[src/rtl/lock_ctrl_param_if.sv]
// lock_ctrl_param_if: bus between the keypad debouncers, lock_ctrl_param and the display logic.
//   master: drives the keypad pulses and admin controls, observes the lock status.
//   slave : the lock controller (receives the keypad pulses, drives the status).
//   Inputs : digit_in[3:0], digit_load, ok, admin_mode, admin_clear
//   Outputs: entry[4*NUM_DIGITS-1:0], entry_cnt, state[1:0], err_cnt[3:0], unlocked, alarm, leds[3:0]
interface lock_ctrl_param_if #(
    parameter int unsigned NUM_DIGITS = 4
);
    localparam int unsigned EntryW = 4 * NUM_DIGITS;
    localparam int unsigned CntW   = $clog2(NUM_DIGITS + 1);

    logic [3:0]        digit_in;
    logic              digit_load;
    logic              ok;
    logic              admin_mode;
    logic              admin_clear;
    logic [EntryW-1:0] entry;
    logic [CntW-1:0]   entry_cnt;
    logic [1:0]        state;
    logic [3:0]        err_cnt;
    logic              unlocked;
    logic              alarm;
    logic [3:0]        leds;

    modport master (
        output digit_in, digit_load, ok, admin_mode, admin_clear,
        input  entry, entry_cnt, state, err_cnt, unlocked, alarm, leds
    );

    modport slave (
        input  digit_in, digit_load, ok, admin_mode, admin_clear,
        output entry, entry_cnt, state, err_cnt, unlocked, alarm, leds
    );
endinterface

[src/rtl/lock_ctrl_param.sv]
// lock_ctrl_param: parametrised keypad-lock controller (digit entry with backspace, password
// check, retry limit with alarm, edit/unlock timeouts, admin password write).
// Ports:
//   clk   - system clock
//   rst_n - asynchronous active-low reset
//   bus   - lock_ctrl_param_if.slave: keypad pulses in, entry/state/err_cnt/unlocked/alarm/leds out
// Optional feature: define ALARM_BLINK_EN to blink leds in ALARM with half-period BLINK_CYC.
module lock_ctrl_param #(
    parameter int unsigned               NUM_DIGITS         = 4,
    parameter int unsigned               MAX_TRIES          = 3,
    parameter int unsigned               EDIT_TIMEOUT_CYC   = 500_000_000,
    parameter int unsigned               UNLOCK_TIMEOUT_CYC = 1_000_000_000,
    parameter logic [4*NUM_DIGITS-1:0]   DEFAULT_PSWD       = '0,
    parameter int unsigned               BLINK_CYC          = 25_000_000
) (
    input  logic             clk,
    input  logic             rst_n,
    lock_ctrl_param_if.slave bus
);
    localparam int unsigned EntryW = 4 * NUM_DIGITS;
    localparam int unsigned CntW   = $clog2(NUM_DIGITS + 1);

    if (NUM_DIGITS < 1 || NUM_DIGITS > 8 || MAX_TRIES < 1 || MAX_TRIES > 15 ||
        EDIT_TIMEOUT_CYC == 0 || UNLOCK_TIMEOUT_CYC == 0 || BLINK_CYC == 0) begin : g_param_err
        $error("lock_ctrl_param: parameter out of range");
    end

    typedef enum logic [1:0] {StWait = 2'b00, StEdit = 2'b01, StUnlocked = 2'b10, StAlarm = 2'b11}
        state_e;

    state_e            state_q, state_d;
    logic [EntryW-1:0] entry_q, entry_d, pswd_q, pswd_d, ld_entry;
    logic [CntW-1:0]   cnt_q, cnt_d, ld_cnt;
    logic [3:0]        err_q, err_d, err_inc;
    logic [31:0]       tmr_q, tmr_d;
    logic              full, ok_eff, dl_eff;
    logic [3:0]        alarm_leds;

    always_comb begin
        full    = (cnt_q == CntW'(NUM_DIGITS));
        err_inc = (err_q == 4'hF) ? 4'hF : err_q + 4'd1;
        // Priority admin_clear > ok > digit_load; lower pulses in the same cycle are dropped.
        ok_eff  = bus.ok & ~bus.admin_clear;
        dl_eff  = bus.digit_load & ~bus.ok & ~bus.admin_clear;

        // Result of applying digit_in to the entry register (digit shift-in or backspace).
        ld_entry = entry_q;
        ld_cnt   = cnt_q;
        if (bus.digit_in <= 4'd9) begin
            ld_entry = EntryW'({entry_q, bus.digit_in});
            ld_cnt   = full ? cnt_q : cnt_q + CntW'(1);
        end else if (cnt_q != '0) begin
            ld_entry = entry_q >> 4;
            ld_cnt   = cnt_q - CntW'(1);
        end

        state_d = state_q;
        entry_d = entry_q;
        cnt_d   = cnt_q;
        err_d   = err_q;
        pswd_d  = pswd_q;
        tmr_d   = tmr_q;

        if (bus.admin_clear) begin
            err_d = '0;
        end

        unique case (state_q)
            StWait: begin
                if (dl_eff) begin
                    entry_d = ld_entry;
                    cnt_d   = ld_cnt;
                    state_d = StEdit;
                end
            end
            StEdit: begin
                if (ok_eff) begin
                    entry_d = '0;
                    cnt_d   = '0;
                    if (bus.admin_mode) begin
                        if (full) pswd_d = entry_q;
                        state_d = StWait;
                    end else if (full && entry_q == pswd_q) begin
                        err_d   = '0;
                        state_d = StUnlocked;
                    end else begin
                        err_d   = err_inc;
                        state_d = (err_inc == 4'(MAX_TRIES)) ? StAlarm : StWait;
                    end
                end else if (dl_eff) begin
                    entry_d = ld_entry;
                    cnt_d   = ld_cnt;
                    tmr_d   = '0;
                end else if (tmr_q == 32'(EDIT_TIMEOUT_CYC - 1)) begin
                    entry_d = '0;
                    cnt_d   = '0;
                    state_d = StWait;
                end else begin
                    tmr_d = tmr_q + 32'd1;
                end
            end
            StUnlocked: begin
                if (ok_eff || tmr_q == 32'(UNLOCK_TIMEOUT_CYC - 1)) begin
                    state_d = StWait;
                end else begin
                    tmr_d = tmr_q + 32'd1;
                end
            end
            StAlarm: begin
                if (bus.admin_clear) state_d = StWait;
            end
        endcase

        // One shared timer: every state change restarts it.
        if (state_d != state_q) tmr_d = '0;
    end

    always_ff @(posedge clk or negedge rst_n) begin
        if (!rst_n) begin
            state_q <= StWait;
            entry_q <= '0;
            cnt_q   <= '0;
            err_q   <= '0;
            pswd_q  <= DEFAULT_PSWD;
            tmr_q   <= '0;
        end else begin
            state_q <= state_d;
            entry_q <= entry_d;
            cnt_q   <= cnt_d;
            err_q   <= err_d;
            pswd_q  <= pswd_d;
            tmr_q   <= tmr_d;
        end
    end

`ifdef ALARM_BLINK_EN
    logic [31:0] blink_cnt_q, blink_cnt_d;
    logic        blink_off_q, blink_off_d;

    always_comb begin
        blink_cnt_d = '0;
        blink_off_d = 1'b0;
        if (state_q == StAlarm) begin
            blink_off_d = blink_off_q;
            if (blink_cnt_q == 32'(BLINK_CYC - 1)) begin
                blink_off_d = ~blink_off_q;
            end else begin
                blink_cnt_d = blink_cnt_q + 32'd1;
            end
        end
        alarm_leds = blink_off_q ? 4'b0000 : 4'b1111;
    end

    always_ff @(posedge clk or negedge rst_n) begin
        if (!rst_n) begin
            blink_cnt_q <= '0;
            blink_off_q <= 1'b0;
        end else begin
            blink_cnt_q <= blink_cnt_d;
            blink_off_q <= blink_off_d;
        end
    end
`else
    assign alarm_leds = 4'b1111;
`endif

    always_comb begin
        bus.leds = 4'b0001;
        unique case (state_q)
            StWait:     bus.leds = 4'b0001;
            StEdit:     bus.leds = 4'b0011;
            StUnlocked: bus.leds = 4'b1111;
            StAlarm:    bus.leds = alarm_leds;
        endcase
    end

    assign bus.entry     = entry_q;
    assign bus.entry_cnt = cnt_q;
    assign bus.state     = state_q;
    assign bus.err_cnt   = err_q;
    assign bus.unlocked  = (state_q == StUnlocked);
    assign bus.alarm     = (state_q == StAlarm);
endmodule

[src/flat_wrapper.sv]
// flat-port wrapper written by rule: the top's interface ports become plain ports
module lock_ctrl_param_flat 
#(
    parameter int unsigned               NUM_DIGITS         = 4,
    parameter int unsigned               MAX_TRIES          = 3,
    parameter int unsigned               EDIT_TIMEOUT_CYC   = 500_000_000,
    parameter int unsigned               UNLOCK_TIMEOUT_CYC = 1_000_000_000,
    parameter logic [4*NUM_DIGITS-1:0]   DEFAULT_PSWD       = '0,
    parameter int unsigned               BLINK_CYC          = 25_000_000
)
  (clk, rst_n, bus_digit_in, bus_digit_load, bus_ok, bus_admin_mode, bus_admin_clear, bus_entry, bus_entry_cnt, bus_state, bus_err_cnt, bus_unlocked, bus_alarm, bus_leds);
  lock_ctrl_param_if #(.NUM_DIGITS(NUM_DIGITS)) bus_i ();
  input  logic clk;
  input  logic rst_n;
  input wire logic [$bits(bus_i.digit_in)-1:0] bus_digit_in;
  input wire logic [$bits(bus_i.digit_load)-1:0] bus_digit_load;
  input wire logic [$bits(bus_i.ok)-1:0] bus_ok;
  input wire logic [$bits(bus_i.admin_mode)-1:0] bus_admin_mode;
  input wire logic [$bits(bus_i.admin_clear)-1:0] bus_admin_clear;
  output wire logic [$bits(bus_i.entry)-1:0] bus_entry;
  output wire logic [$bits(bus_i.entry_cnt)-1:0] bus_entry_cnt;
  output wire logic [$bits(bus_i.state)-1:0] bus_state;
  output wire logic [$bits(bus_i.err_cnt)-1:0] bus_err_cnt;
  output wire logic [$bits(bus_i.unlocked)-1:0] bus_unlocked;
  output wire logic [$bits(bus_i.alarm)-1:0] bus_alarm;
  output wire logic [$bits(bus_i.leds)-1:0] bus_leds;
  assign bus_i.digit_in = bus_digit_in;
  assign bus_i.digit_load = bus_digit_load;
  assign bus_i.ok = bus_ok;
  assign bus_i.admin_mode = bus_admin_mode;
  assign bus_i.admin_clear = bus_admin_clear;
  assign bus_entry = bus_i.entry;
  assign bus_entry_cnt = bus_i.entry_cnt;
  assign bus_state = bus_i.state;
  assign bus_err_cnt = bus_i.err_cnt;
  assign bus_unlocked = bus_i.unlocked;
  assign bus_alarm = bus_i.alarm;
  assign bus_leds = bus_i.leds;
  lock_ctrl_param #(.NUM_DIGITS(NUM_DIGITS), .MAX_TRIES(MAX_TRIES), .EDIT_TIMEOUT_CYC(EDIT_TIMEOUT_CYC), .UNLOCK_TIMEOUT_CYC(UNLOCK_TIMEOUT_CYC), .DEFAULT_PSWD(DEFAULT_PSWD), .BLINK_CYC(BLINK_CYC)) u_core (.clk(clk), .rst_n(rst_n), .bus(bus_i));
endmodule
[config.mk]
export PLATFORM = sky130hd
export DESIGN_NAME = lock_ctrl_param_flat
export DESIGN_NICKNAME = d
export VERILOG_FILES = /design/src/rtl/lock_ctrl_param_if.sv /design/src/rtl/lock_ctrl_param.sv /design/src/flat_wrapper.sv
export SDC_FILE = /design/constraint.sdc
export NUM_CORES = 1
export LEC_CHECK = 0
export ABC_CLOCK_PERIOD_IN_PS = 3100
export BUFFER_PORTS_ARGS = -buffer_cell sky130_fd_sc_hd__buf_2
export CORE_UTILIZATION = 55
export DETAILED_ROUTE_END_ITERATION = 12
export PLACE_DENSITY_LB_ADDON = 0.2
export SYNTH_ARGS = -nofsm -noshare
export SYNTH_HDL_FRONTEND = slang
export SYNTH_SLANG_ARGS = --single-unit
export TNS_END_PERCENT = 20
[constraint.sdc]
create_clock -name clk -period 3.1 [get_ports clk]
set_input_delay 0.31 -clock clk [delete_from_list [all_inputs] [get_ports clk]]
set_output_delay 0.31 -clock clk [all_outputs]
set_load 0.05 [all_outputs]
# --- Word level (Yosys, flattened, before mapping) ---
# Index checks and enable logic that the tools add are counted.
classes:
  add_sub_neg: 4
  magnitude_cmp: 1
  n_eq_ne: 15
  muxes: 38
  bitwise: 5
  n_reduce_logical: 10
ops:
  columns: ["op", "n"]
  rows:
  - ["$mux 32", 5]
  - ["$mux 16", 6]
  - ["$pmux 32 s2", 1]
  - ["$add 32x1->32 const B", 1]
  - ["$eq 32x29->1 const B", 1]
  - ["$eq 32x30->1 const B", 1]
  - ["$pmux 16 s2", 1]
  - ["$mux 4", 6]
  - ["$mux 3", 7]
  - ["$mux 2", 9]
  - ["$eq 16x16->1", 1]
  - ["$pmux 4 s3", 1]
  - ["$pmux 2 s4", 1]
  - ["$reduce_and 4->1", 2]
  - ["$ne 3x3->1 const B", 2]
  - ["$pmux 3 s2", 1]
  - ["$reduce_bool 3->1", 2]
  - ["$add 4x1->4 const B", 1]
  - ["$eq 2x2->1 const B", 2]
  - ["$eq 4x2->1 const B", 1]
  - ["$eq 4x4->1 const B", 1]
  - ["$le 4x4->1 const B", 1]
  - ["$ne 4x1->1 const B", 1]
  - ["$ne 4x3->1 const B", 1]
  - ["other kinds (14)", 17]
word_totals:
  reg_bits: 73
  word_cells: 79

# --- Depth between registers and ports, before layout ---
logic_depth:
  ltp_word: 11
  depth_mapped: 10
  mapped_depth_nobuf: 8

# --- Worst setup path after synthesis ---
# Ideal clock, no wire load.
synth_path:
  path_kind: "register to register"
  start: "reg u_core.state_q[1] (netlist: u_core.bus.state[1])"
  end: "reg u_core.tmr_q[26]"
  setup_time_ns: 0.077
  arrival_time_ns: 2.996
  setup_slack_ns: 0.027
  stages_incl_launch_ff: 9
  path_buffers: 2
  synth_period_minus_slack_ns: 3.073
  cell_sequence: "dfrtp_1 -> clkbuf_1 -> inv_1 -> nor2_1 -> nand3_1 -> clkbuf_1 -> o21a_1 -> or4_1 -> a21oi_1"
synth_between:
  elab_cells_between_ends: 19
synth_lines:
  columns: ["item", "line_no", "rtl"]
  rows:
  - ["from (decl)", "lock_ctrl_param.sv:31", "state_e state_q, state_d;"]
  - ["from (signal assigned)", "lock_ctrl_param.sv:120", "state_q <= StWait;"]
  - ["from (signal assigned)", "lock_ctrl_param.sv:127", "state_q <= state_d;"]
  - ["$eq 2x2->1 *", null, null]
  - ["via bus_unlocked", "flat_wrapper.sv:24", "output wire logic [$bits(bus_i.unlocked)-1:0] bus_unlocked;"]
  - ["$pmux 2 s4", "lock_ctrl_param.sv:68", "unique case (state_q)"]
  - ["$ne 2x2->1", "lock_ctrl_param.sv:115", "if (state_d != state_q) tmr_d = '0;"]
  - ["$ne 4x3->1 (no line), or another cell as far along", null, null]
  - ["$reduce_and 4->1 (no line)", null, null]
  - ["to (signal assigned)", "lock_ctrl_param.sv:132", "tmr_q <= tmr_d;"]
  - ["to (decl)", "lock_ctrl_param.sv:35", "logic [31:0] tmr_q, tmr_d;"]
# The timed path passes the listed nets; every way through them passes the cells marked *.
# A chain may end at the register's enable or synchronous reset.

# --- Worst setup path in the final report ---
layout_path:
  start: "reg u_core.tmr_q[9]"
  end: "reg u_core.tmr_q[28]"
layout_between:
  elab_chain_cells: 8
  elab_cells_between_ends: 21
layout_lines:
  columns: ["item"]
  rows:
  - ["parallel branches: the longest is 8 deep, another holds $add 32x1->32"]
# Parallel ways; which one is timed is not known. The select of a mux whose other input is x is not followed.

==> flow_metrics.py <==
metrics = {
    "final_layout": {
        "multi_input_area_um2": 2340,
        "syn2layout_area_growth_pct": 11.5,
        "antenna_cells": 0,
        "post-route-util_pct": 63.2,
        "final_cells": 612,
        "drive_above_1_share_pct": 24.1,
        "fin_area_um2": 4880,
        "seqCellArea_um2": 1830,
        "fin_nets": 520,
        "fillers": 632,
    },
    "grt": {
        "antenna_found_initial": 0,
        "track_usage_pct": 26.5,
        "grt_pass1_wl_um": 17400,
        "grt_max_degree": 38,
        "grt_pass1_vias": 3537,
        "grt-ovfl-total": 0,
    },
    "sta": {
        "timing.final.ws_setup_ps": 300,
        "slew_viol_final": 0,
        "rsz0062_at_grt": "no",
        "setup_viol": 0,
        "finalWorstPathRequiredPeriod_ps": 2800,
        "hold_violations": 0,
        "max_freq_mhz": 357,
        "clock_skew_ps": 8.38,
        "fin_setup_tns_ps": 0,
        "worst-slew-pin-transition_ps": 863,
        "slew_headroom_pct": 42.5,
        "hold_slack_ps": 44.9,
        "min_period_over_period_pct": 90.3,
    },
    "floorplanning": {
        "start_util_pct": 56.7,
        "die_x_um": 91.2,
        "core-area_um2": 7730,
        "die-area_um2": 8330,
        "die_h_um": 91.2,
        "rows": 32,
        "ios": 41,
    },
    "placed_design": {
        "portBuffers": 39,
        "dp_slack_ps": 338,
        "gp_congestion": 0.920,
        "post-place-cells": 596,
        "place_area_um2": 4660,
        "place_hpwl_um": 6960,
    },
    "critical_path": {
        "r2r_start": "u_core.tmr_q[9]",
        "r2r_slack_ps": 300,
        "startpoint_type": "register",
        "critical_path_peak_fanout": 18,
        "r2r-end": "u_core.tmr_q[28]",
        "cp.required_ps": 3340,
        "cp.arrival_ps": 3040,
        "r2r_cells": 8,
        "endpoint_kind": "register",
        "worstSetupPathType": "reg2reg",
    },
    "clocking": {
        "clk_pin_slew_ps": 90,
        "cts_tree": "done",
        "clk-insertion-delay-late_ps": 360,
        "cts.sinks": 73,
        "cts_hold_buf": 0,
        "cts_buffer_depth": 2,
        "cts_inserted_buffers": 9,
        "cts_htree_levels": 3,
        "ctsResizeCount": 0,
        "cts_setup_buffers": 0,
        "clockRootBuffer": "clkbuf_8",
    },
    "synthesis": {
        "ys_types": 66,
        "synthCells": 468,
        "synth.area.top_cells": "dfrtp_1 (42%), a21oi_1 (4.6%), nor2_1 (4.4%)",
        "post-synth-top-count-cell": "dfrtp_1",
        "synthFlopType": "dfrtp_1",
        "synth_edf_count": 0,
        "synth_top_area_share_pct": 41.7,
        "synthArstFlopShare_pct": 100,
        "synth-seq-area-share_pct": 41.7,
        "synth_largest_area_cell": "dfrtp_1",
        "ys_warn_count": 0,
        "synth_commonest_cells": "dfrtp_1 (73), nor2_1 (51), a21oi_1 (40)",
        "syn-num-nets": 483,
        "ys_ff_latch": 73,
        "postSynthAreaPerCell_um2": 9.36,
        "synth_area_um2": 4380,
    },
    "drt": {
        "ant_nets": 0,
        "routed_wl_um": 10300,
        "drt_iter0_drc": 286,
        "vias_per_cell": 6.13,
        "vias": 3750,
        "firstDrtPassIters": 7,
        "drc": 0,
        "routedWlPerCell_um": 16.9,
    },
    "worst_hold_path": {
        "hold_path.class": "in2async",
    },
    "pwr": {
        "peakVddDrop_mv": 0.251,
        "p_leak_nw": 2.11,
        "power.total_mw": 3.55,
        "power_per_cell_area_nw_per_um2": 728,
    },
    "run": {
        "drv_cap": 0,
    },
    "outcome": {
        "status": "finished clean",
    },
}
## per-layer routing
metal	wire length, um	track usage (%)	part of all wire [%]
met3	570	4.10	5.5
met1	4580	35.9	44
met2	4900	41.5	47
met5	0	0	0
met4	288	13.4	2.8
## logic make-up after synthesis
group           after synthesis  share of synthesized area [%]
flops                        73                           41.7
other cells                   1                         0.0856
xor+xnor                     28                           5.60
mux                          17                           4.37
buf+inv                      38                           4.97
fa+ha+maj                     5                           1.43
simple gates                179                           21.7
compound gates              127                           20.1
## worst max-delay path, cell delays in order (launching register included)
cell	delay (ps)
dfrtp_1	440
or4_1	580
or4_4	470
a2111oi_4	210
or2_2	210
a32o_1	380
buf_12	200
buf_4	140
a21oi_1	40
## how the worst max path moves through the flow
stage	slack [ps]	to	from
after floorplan	30	u_core.tmr_q[26]	u_core.bus.state[1]
after global placement	410	u_core.tmr_q[11]	u_core.tmr_q[9]
after detailed placement	340	u_core.tmr_q[28]	u_core.tmr_q[9]
after CTS	320	u_core.tmr_q[28]	u_core.tmr_q[9]
after global routing	170	u_core.tmr_q[20]	u_core.tmr_q[9]
final	300	u_core.tmr_q[28]	u_core.tmr_q[9]
## registers in the layout (all words and copies together) (netlist names)
register / cells
u_core.pswd_q: 16
u_core.bus.entry: 16
u_core.tmr_q: 32
u_core.bus.entry_cnt: 3
u_core.bus.err_cnt: 4
u_core.bus.state: 2
## power by group
part	internal, mW	switching (mW)
Combinational	0.432	0.900
Sequential	1.13	0.236
Clock	0.460	0.398
## cell type report
class / count / area share [%]
Multi-Input combinational cell: 357 / 47.8
Sequential cell: 73 / 37.4
Timing Repair Buffer: 53 / 6.66
Tap cell: 102 / 2.61
Clock buffer: 9 / 2.54
Clock inverter: 7 / 2.08
Inverter: 11 / 0.846
## layout by cell type, fill, tap and decap left out, drive strengths merged, types with 3 or more instances in the layout
| master | count |
|---|---|
| mux2 | 17 |
| or2 | 4 |
| a311oi | 3 |
| o221ai | 12 |
| nor3 | 6 |
| and3 | 7 |
| dfrtp | 73 |
| nand3b | 8 |
| buf | 53 |
| nor4 | 9 |
| inv | 13 |
| nand3 | 23 |
| a211oi | 8 |
| o21ai | 25 |
| o21a | 4 |
| a21boi | 3 |
| and2 | 5 |
| a21oi | 48 |
| clkbuf | 9 |
| a41oi | 5 |
| xnor2 | 12 |
| or4 | 5 |
| ha | 5 |
| a22o | 6 |
| nand2 | 32 |
| a31oi | 5 |
| or3 | 6 |
| nand4 | 9 |
| xor2 | 16 |
| nor2 | 53 |
Note: power is estimated with default switching activity, not from simulation.
